$ cat config.mk
export PLATFORM = sky130hd
export DESIGN_NAME = fetch_sequencer
export DESIGN_NICKNAME = d
export VERILOG_FILES = /design/src/rtl/fetch_sequencer_pkg.sv /design/src/rtl/fetch_sequencer.sv
export SDC_FILE = /design/constraint.sdc
export NUM_CORES = 1
export LEC_CHECK = 0
export ABC_CLOCK_PERIOD_IN_PS = 3100
export CAP_MARGIN = 20
export CORE_ASPECT_RATIO = 1.1
export CORE_MARGIN = 10
export CORE_UTILIZATION = 25
export DETAILED_ROUTE_END_ITERATION = 8
export SLEW_MARGIN = 20
export SYNTH_ARGS = -nofsm -noshare
export SYNTH_HDL_FRONTEND = slang
export SYNTH_SLANG_ARGS = --single-unit
$ cat constraint.sdc
create_clock -name clk -period 3.1 [get_ports clk]
set_input_delay 0.62 -clock clk [delete_from_list [all_inputs] [get_ports clk]]
set_output_delay 0.62 -clock clk [all_outputs]
set_load 0.01 [all_outputs]
$ cat src/rtl/fetch_sequencer_pkg.sv
// fetch_sequencer_pkg: shared ibus types, fetch FSM state codes, reset PC and the PC legality check
package fetch_sequencer_pkg;

    typedef struct packed {
        logic        valid;
        logic [31:0] addr;
    } ibus_req_t;

    typedef struct packed {
        logic        addr_ok;
        logic        data_ok;
        logic [31:0] data;
    } ibus_resp_t;

    localparam logic [31:0] RESET_PC = 32'hbfc0_0000;
    localparam logic [3:0]  SEG_LO   = 4'h8;
    localparam logic [3:0]  SEG_HI   = 4'hb;

    localparam logic [2:0] S_IDLE  = 3'd0;
    localparam logic [2:0] S_REQ   = 3'd1;
    localparam logic [2:0] S_WAIT  = 3'd2;
    localparam logic [2:0] S_HOLD  = 3'd3;
    localparam logic [2:0] S_DRAIN = 3'd4;

    // A PC is fetchable when word aligned and its top nibble lies in [lo, hi].
    function automatic logic pc_legal(input logic [31:0] pc, input logic [3:0] lo, input logic [3:0] hi);
        return (pc[1:0] == 2'b00) && (pc[31:28] >= lo) && (pc[31:28] <= hi);
    endfunction

endpackage

$ cat src/rtl/fetch_sequencer.sv
// fetch_sequencer: owns the PC, runs one ibus fetch at a time and holds the result for decode
//   clk, resetn          clock, asynchronous active-low reset
//   redirect_valid/_pc   replace the fetch stream with a new PC
//   ireq / iresp         instruction bus request {valid, addr} / response {addr_ok, data_ok, data}
//   out_valid/_ready     decode handshake; out_pc, out_instr, out_adel describe the held fetch
module fetch_sequencer
    import fetch_sequencer_pkg::*;
#(
    parameter logic [31:0] RESET_PC = fetch_sequencer_pkg::RESET_PC,
    parameter logic [3:0]  SEG_LO   = fetch_sequencer_pkg::SEG_LO,
    parameter logic [3:0]  SEG_HI   = fetch_sequencer_pkg::SEG_HI
) (
    input  logic        clk,
    input  logic        resetn,
    input  logic        redirect_valid,
    input  logic [31:0] redirect_pc,
    output ibus_req_t   ireq,
    input  ibus_resp_t  iresp,
    output logic        out_valid,
    input  logic        out_ready,
    output logic [31:0] out_pc,
    output logic [31:0] out_instr,
    output logic        out_adel
);

    logic [2:0]  state_q, state_d;
    logic [31:0] pc_q, pc_d;
    logic [31:0] pend_pc_q, pend_pc_d;
    logic        kill_q, kill_d;
    logic [31:0] out_pc_q, out_pc_d;
    logic [31:0] out_instr_q, out_instr_d;
    logic        out_adel_q, out_adel_d;
    logic        legal;
    logic        drop;
    logic [31:0] target;

    assign legal = pc_legal(pc_q, SEG_LO, SEG_HI);
    // An accepted request is stale if a redirect arrives now or was recorded while waiting for addr_ok;
    // the newest redirect always wins.
    assign drop   = redirect_valid | kill_q;
    assign target = redirect_valid ? redirect_pc : pend_pc_q;

    // While kill is pending pc_q still holds the old address, so the request stays stable.
    assign ireq.valid = (state_q == S_REQ) && legal;
    assign ireq.addr  = ireq.valid ? pc_q : 32'h0;

    assign out_valid = (state_q == S_HOLD);
    assign out_pc    = out_pc_q;
    assign out_instr = out_instr_q;
    assign out_adel  = out_adel_q;

    always_comb begin
        state_d     = state_q;
        pc_d        = pc_q;
        pend_pc_d   = pend_pc_q;
        kill_d      = kill_q;
        out_pc_d    = out_pc_q;
        out_instr_d = out_instr_q;
        out_adel_d  = out_adel_q;
        case (state_q)
            S_IDLE: begin
                state_d = S_REQ;
                pc_d    = redirect_valid ? redirect_pc : pc_q;
            end
            S_REQ: begin
                if (!legal) begin
                    // No request was issued, so a redirect simply retargets the fetch.
                    if (redirect_valid) begin
                        pc_d = redirect_pc;
                    end else begin
                        out_pc_d    = pc_q;
                        out_instr_d = 32'h0;
                        out_adel_d  = 1'b1;
                        state_d     = S_HOLD;
                    end
                end else if (iresp.addr_ok) begin
                    if (drop) begin
                        pc_d    = target;
                        kill_d  = 1'b0;
                        state_d = iresp.data_ok ? S_REQ : S_DRAIN;
                    end else if (iresp.data_ok) begin
                        out_pc_d    = pc_q;
                        out_instr_d = iresp.data;
                        out_adel_d  = 1'b0;
                        state_d     = S_HOLD;
                    end else begin
                        state_d = S_WAIT;
                    end
                end else if (redirect_valid) begin
                    kill_d    = 1'b1;
                    pend_pc_d = redirect_pc;
                end
            end
            S_WAIT: begin
                if (redirect_valid) begin
                    pc_d    = redirect_pc;
                    state_d = iresp.data_ok ? S_REQ : S_DRAIN;
                end else if (iresp.data_ok) begin
                    out_pc_d    = pc_q;
                    out_instr_d = iresp.data;
                    out_adel_d  = 1'b0;
                    state_d     = S_HOLD;
                end
            end
            S_HOLD: begin
                if (redirect_valid || out_ready) begin
                    pc_d    = redirect_valid ? redirect_pc : pc_q + 32'd4;
                    state_d = S_REQ;
                end
            end
            S_DRAIN: begin
                pc_d    = redirect_valid ? redirect_pc : pc_q;
                state_d = iresp.data_ok ? S_REQ : S_DRAIN;
            end
            default: state_d = S_IDLE;
        endcase
    end

    always_ff @(posedge clk or negedge resetn) begin
        if (!resetn) begin
            state_q     <= S_IDLE;
            pc_q        <= RESET_PC;
            pend_pc_q   <= 32'h0;
            kill_q      <= 1'b0;
            out_pc_q    <= 32'h0;
            out_instr_q <= 32'h0;
            out_adel_q  <= 1'b0;
        end else begin
            state_q     <= state_d;
            pc_q        <= pc_d;
            pend_pc_q   <= pend_pc_d;
            kill_q      <= kill_d;
            out_pc_q    <= out_pc_d;
            out_instr_q <= out_instr_d;
            out_adel_q  <= out_adel_d;
        end
    end

endmodule
Yosys cells after proc, flatten, opt, wreduce, memory -nomap -nowiden
Cells that the tools add are included.

Register bits after elaboration: 133. Bits of input ports: 70. Output and inout bits: 99. Logic and storage cells: 82.

$add $sub $neg: 1. Order comparisons: 2. Equal/unequal tests: 12. Mux-type cells: 43. Bitwise gates (word level): 2. Reductions and logical operators: 15.

Operators by type and width (number): 32-bit 2-to-1 mux (20); 32-bit one-hot mux with 2 select lines (2); 32-bit one-hot mux with 3 select lines (1); 32-bit by 3-bit adder with 32-bit output (second input constant) (1); 3-bit 2-to-1 mux (8); 3-bit != test (second input constant) (5); 3-bit one-hot mux with 5 select lines (1); 4-bit AND reduction (3); 1-bit 2-to-1 mux (10); 3-bit by 2-bit equality test with 1-bit output (second input constant) (2); 5-bit AND reduction (1); 4-bit greater-or-equal comparator (second input constant) (1); 4-bit <= comparator (second input constant) (1); 2-bit by 1-bit != test with 1-bit output (second input constant) (2); 2-bit nonzero test (2); 3-bit by 1-bit equality test with 1-bit output (second input constant) (1); 3-bit equality test (second input constant) (1); 1-bit logical AND (3); 3-bit zero test (1); 3-bit AND reduction (1); 3-bit nonzero test (1); 3-bit OR reduction (1); 2-bit zero test (1); 2-bit != test (second input constant) (1); other kinds (4) (4).

Depth between registers and ports, before layout
Gate-level depths: netlist of run 1.

Depth in word-level cells: 5. Mapped depth: 9. Mapped depth without buffers: 6.

Worst setup path before layout of run 1
OpenSTA, ideal clock, no wires.

Path type: register -> output. Start point: register pc_q[31]. End point: output ireq[13] (netlist name). Data arrival time: 1.822 ns. Required time: 2.480 ns. Path slack: 0.658 ns. Cell stages (with the launch flop): 7. Path buffers: 4. Cell sequence: dfstp_2 nor4b_2 buf_2 buf_4 buf_2 clkbuf_1 and3_2.

RTL lines: start, declared (line fetch_sequencer.sv:27) `logic [31:0] pc_q, pc_d;`; start signal, assigned (line fetch_sequencer.sv:130) `pc_q <= pc_d;`; end, declared (line fetch_sequencer.sv:17) `output ibus_req_t ireq,`.

==> out/results.txt, run 1 <==
run status -> completed
Critical Path RT -> 2480 ps
DRC errors left -> 0
fill count -> 2963
RSZ-0062 raised after global routing -> no
worst path bufs/invs -> 1
Overall Power -> 9300 uW
Met1 Wirelength -> 11300 um
final WL -> 26500 um
width of the die -> 185 um
global route overflow -> 0
RR Endpoint -> pend_pc_q[12]$_DFFE_PN0P_
largest net degree at the start of global routing -> 59
First-pass DRT Iterations -> 5
Root Driver -> clkbuf_16
Antenna Diode Count -> 0
Worst Skew -> 19.6 ps
Cell variety after synth -> 86
ANT nets after route -> 0
cell count after synthesis -> 718
largest cells by area after synthesis -> dfrtp_1 (42%), mux2_2 (7.7%), a22o_1 (4.5%)
CTS tree -> done
asr flop ratio synth -> 100%
Tmin final -> 3000 ps
CTS HTree Levels -> 4
Worst-path clk slew -> 60 ps
total track usage -> 14.2%
TritonCTS Buffers -> 17
highest metal used -> met4
Critical Path End -> ireq[20]
share of cells above drive strength 1 -> 17.8%
Crit. End Element -> output port
yosys warns -> 0
1st-iter DRT viols -> 556
initial antenna violation count -> 0
worst r2r src -> pc_q[31]$_DFFE_PN1P_
final hold violations -> 0
FMAX -> 333 MHz
crit path kind -> flop to output port
metal3 WL -> 1930 um
leakage -> 0.00418 uW
ys flop type -> dfrtp_1
Nets -> 940
HP Class -> input pin to asynchronous set/reset pin
growth of design area from synthesis to finish -> 35.2%
CP cell instances -> or4b_4 > nor3_2 > clkdlybuf4s50_1
routed len/inst -> 21.1 um
power density cells -> 924 nW/um^2
Mapped Area -> 7440 um^2
HPWL after DPL -> 19000 um
reg2reg path depth -> 6
Stages on worst setup path -> 3
worst rel slew slack -> 52.4%
Worst Tran Pin Value -> 709 ps
detailed-route via count -> 6656
crit-path max cell delay -> 600 ps
Clock Sinks -> 133
final setup fails -> 0
fin crit share -> 96.8%
area share of the largest cell type after synthesis -> 41.7%
slowest stage cell, crit path -> clkdlybuf4s50_1
Avg Synthesized Cell Area -> 10.4 um^2
met2 WL -> 12800 um
initial core utilization -> 25.2%
Die Area -> 37100 um^2
Routability Congestion -> 0.865
crit-path leading delay family -> simple AND/OR/NAND/NOR gates
CTS Buffer Depth -> 2
first-pass GRT wire length -> 41000 um
Post-synth EDFFs -> 0
Critical path origin -> pc_q[31]$_DFFE_PN1P_
number of global-route vias before repair -> 6554
Max Cap Viol -> 0
Vert. Die Dim -> 201 um
Ports -> 169
sequential area share after synthesis -> 44.9%
std cell rows -> 66
input/output buffers -> 165
Sum Neg Setup Slack -> 0 ps
worst-path fanout max -> 6
Max VDD drop -> 0.371 mV
Seq cells post-synth -> 133
DR vias/cell -> 5.30
Clock Latency Late Sink -> 430 ps
element type at the critical path start -> flop
Final Max Slew Viols -> 0
core area -> 29500 um^2
Hold-fix buffers, CTS -> 0
R2R Setup Slk -> 500 ps
crit path DAT -> 2380 ps
largest area contributor in the netlist -> dfrtp_1
==> worst min path at each step <==
stage	from	endpoint	slack, ps	cells after the start
CTS	resetn	out_pc[13]$_DFFE_PN0P_	180	1
finish	resetn	out_pc[13]$_DFFE_PN0P_	170	1
floorplan	resetn	kill_q$_DFFE_PN0P_	320	0
global route	resetn	out_pc[13]$_DFFE_PN0P_	210	1
detailed placement	pend_pc_q[21]$_DFFE_PN0P_	pend_pc_q[21]$_DFFE_PN0P_	470	2
global placement	pend_pc_q[24]$_DFFE_PN0P_	pend_pc_q[24]$_DFFE_PN0P_	460	2
==> per-stage QoR <==
step	instances	instance area (um^2)	hold WS [ps]	utilization, %	setup slack, ps
2_1_floorplan	720	7450	324	-	658
3_3_place_gp	1223	9480	461	32.2	325
3_5_place_dp	1223	9480	469	32.2	310
4_1_cts	1255	10000	184	34.1	36.3
5_1_grt	1255	10100	207	34.1	25.8
6_report	1255	10100	166	34.1	98.2
==> placed cells by master (no fill, tap or decap), drive strengths merged, types with 22 or more instances in the layout <==
cell type,count
clkdlybuf4s50,160
dfrtp,124
mux2,67
nand2,47
buf,40
a22o,38
and3,36
a21oi,35
o21ai,34
nor2,27
nand3,24
clkbuf,22
==> kinds of logic after synthesis <==
kind of cell	after synthesis	share of synthesized area, %
fa+ha+maj	1	0.168
flops	133	44.9
simple gates	204	15.3
compound gates	211	20.9
mux	81	12.0
xor+xnor	4	0.471
other cells	1	0.0504
buf+inv	83	6.20
==> what timing repair did <==
action                     CTS  global route
setup endpoints to repair    7             5
hold endpoints to repair     0             0
pin swaps                    1             0
setup buffers                1             0
cloned                       0             0
resized for setup            5             3
==> layout make-up <==
| cell class | count | area (um^2) | share of cell area, % |
|---|---|---|---|
| clock buffer | 22 | 444 | 4.41 |
| clock inverter | 9 | 106 | 1.06 |
| inverter | 10 | 37.5 | 0.373 |
| multi-input combinational | 504 | 3690 | 36.7 |
| sequential | 133 | 3340 | 33.2 |
| tap | 374 | 468 | 4.65 |
| timing repair buffer | 203 | 1970 | 19.6 |
==> synthesized netlist by cell type (all sizes together), types with 5 or more instances <==
master and count:
clkbuf 26, o31ai 8, a311oi 6, o32a 6, o2bb2ai 6, dfrtp 124
and3 36, a22oi 9, inv 10, o22a 7, nor4 11, o21ai 34
o211ai 13, o22ai 7, mux2 67, a31oi 6, buf 47, a21oi 35
nand3 24, nand2 47, a221oi 5, and2 5, dfstp 9, or3 7
a22o 38, nor2 27, nor3 12, nand2b 7, mux2i 14, nand4 10
==> flip-flops by register name, summed over array words and instances, names as in the netlist <==
register,flops
kill_q,1
out_instr,32
out_adel,1
out_pc,32
pc_q,32
pend_pc_q,32
state_q,3
==> routing by layer <==
metal / up-vias / global-route usage [%]
met5: - / 0
met4: 0 / 4.75
met3: 25 / 3.42
met2: 268 / 22.6
met1: 3336 / 18.2
li1: 3027 / -
==> where the power goes <==
group          leakage (uW)  total [uW]  switching [uW]  internal (uW)
sequential          0.00168        3220             755           2470
clock              0.000260        1950             778           1180
combinational       0.00223        4120            2090           2030
total               0.00418        9300            3620           5680
Power figures use the tool's default switching activity.
==> run 2: changes to the inputs <==
Settings changed: SLEW_MARGIN 20 to unset.
==> results of run 2 <==
No change in the layout: final DEF, timing and power equal those of run 1.
==> run 3: changes to the inputs <==
Settings changed: GPL_TIMING_DRIVEN set to 0, SKIP_LAST_GASP set to 1.
==> run 3 against run 2 <==
Routed wire length increased by 9.4%. Global-route usage rose by 1.3 points. Cell area increased by 1.9%. Sequential share of layout area decreased by 0.58 points. Via count grew 3.2%. Clock power grew 3%. Largest power group unchanged. First-iteration DRC count rose by 29%. Highest routed layer unchanged. Final cell count increased by 3.3%. Flip-flop and latch count unchanged.
==> out/results.txt, run 3 (same netlist as run 1, synthesis figures left out) <==
share of cells above drive strength 1 -> 19.7%
Hold-fix buffers, CTS -> 0
total track usage -> 15.4%
HP Class -> input pin to asynchronous set/reset pin
CTS HTree Levels -> 4
Final Instance Area -> 10200 um^2
run status -> completed
most common cell after layout, fill and taps aside -> clkdlybuf4s50_1
input/output buffers -> 163
FMAX -> 333 MHz
global route overflow -> 0
DRC errors left -> 0
Worst Tran Pin Value -> 956 ps
Worst-path clk slew -> 70 ps
detailed-route via count -> 6870
Met1 Wirelength -> 12600 um
fin crit share -> 97.0%
Critical Path RT -> 2480 ps
width of the die -> 185 um
Root Driver -> clkbuf_16
power density cells -> 930 nW/um^2
1st-iter DRT viols -> 719
HPWL after DPL -> 20600 um
Clock Sinks -> 133
TritonCTS Buffers -> 17
Vert. Die Dim -> 201 um
leakage -> 0.00434 uW
Nets -> 979
Max Cap Viol -> 0
Crit. End Element -> output port
Final Max Slew Viols -> 0
most frequent cells in the layout -> clkdlybuf4s50_1 (148), dfrtp_1 (122), mux2_2 (51)
RSZ-0062 raised after global routing -> no
crit path kind -> flop to output port
highest metal used -> met4
Die Area -> 37100 um^2
worst-path fanout max -> 19
Placed Cells -> 1258
DR vias/cell -> 5.30
Worst Skew -> 14.9 ps
Max VDD drop -> 0.439 mV
worst rel slew slack -> 36.3%
Final Non-Filler Cells -> 1297
Overall Power -> 9530 uW
crit path DAT -> 2390 ps
CTS tree -> done
Ports -> 169
Place WS -> -533 ps
ANT nets after route -> 0
setup ws final -> 93.2 ps
largest net degree at the start of global routing -> 91
Clock Latency Late Sink -> 440 ps
CTS Buffer Depth -> 2
routed len/inst -> 22.4 um
Cell Area, Placed -> 9580 um^2
std cell rows -> 66
Sum Neg Setup Slack -> 0 ps
first-pass GRT wire length -> 43700 um
final setup fails -> 0
core area -> 29500 um^2
growth of design area from synthesis to finish -> 37.7%
metal3 WL -> 2060 um
met2 WL -> 13700 um
Routability Congestion -> 0.895
final hold violations -> 0
initial antenna violation count -> 1
First-pass DRT Iterations -> 5
initial core utilization -> 25.2%
final WL -> 29000 um
number of global-route vias before repair -> 6724
Tmin final -> 3010 ps
element type at the critical path start -> flop
[run 3: cell types whose count changed in the layout (fill, tap and decap cells not counted), sizes merged, moves of 2 or more]
cell,before,now
diode,0,2
dlygate4sd2,2,13
clkinv,4,6
clkdlybuf4s50,160,148
clkbuf,22,48
buf,40,54
[run 3: routing by layer]
layer  up-vias  global-route usage [%]
li1       3103                       -
met1      3415                    20.2
met2       303                    24.4
met3        49                    3.53
met4         0                    5.13
met5         -                       0
[run 3: timing repair]
| item | 4_1_cts | 5_1_grt |
|---|---|---|
| resized for setup | 33 | 2 |
| endpoints found under the setup margin | 30 | 2 |
| buffers inserted | 6 | 0 |
| pin swaps | 2 | 0 |
[run 3: worst paths after layout]
check                           slack [ps]                        end                      start  depth (start not counted)
worst min register to register         490  pend_pc_q[21]$_DFFE_PN0P_  pend_pc_q[21]$_DFFE_PN0P_                          2
worst max-delay path                    90                   ireq[13]       pc_q[31]$_DFFE_PN1P_                          5
min in group clk                       490  pend_pc_q[21]$_DFFE_PN0P_  pend_pc_q[21]$_DFFE_PN0P_                          2
max in group asynchronous             2130       pc_q[30]$_DFFE_PN0P_                     resetn                          2
worst min-delay path                   110     out_pc[11]$_DFFE_PN0P_                     resetn                          1
worst max register to register         110       pc_q[12]$_DFFE_PN0P_     state_q[0]$_DFFE_PN0P_                          8
[run 3: metrics by stage]
step / utilization, % / hold WS, ps
global placement: 32.4 / 458
global route: 34.8 / 132
CTS: 34.7 / 118
detailed placement: 32.5 / 475
floorplan: - / 324
finish: 34.8 / 107
[run 3: cell type report]
class | count | area, um^2
sequential | 133 | 3340
clock buffer | 22 | 474
timing repair buffer | 171 | 1700
fill | 2978 | 19200
inverter | 10 | 37.5
tap | 374 | 468
multi-input combinational | 504 | 3680
antenna | 2 | 5.00
clock inverter | 10 | 98.8
buffer | 71 | 445
[run 3: power breakdown]
group	internal (uW)	switching, uW	leakage [uW]
Clock	1170	837	0.000277
Combinational	2090	2370	0.00238
Sequential	2460	599	0.00168
[run 3: worst max-delay path: stages, from the launching register on]
cell and delay (ps):
dfstp_2 550, nor4b_4 260, buf_6 170, buf_6 210
and3_2 200, clkdlybuf4s50_1 530
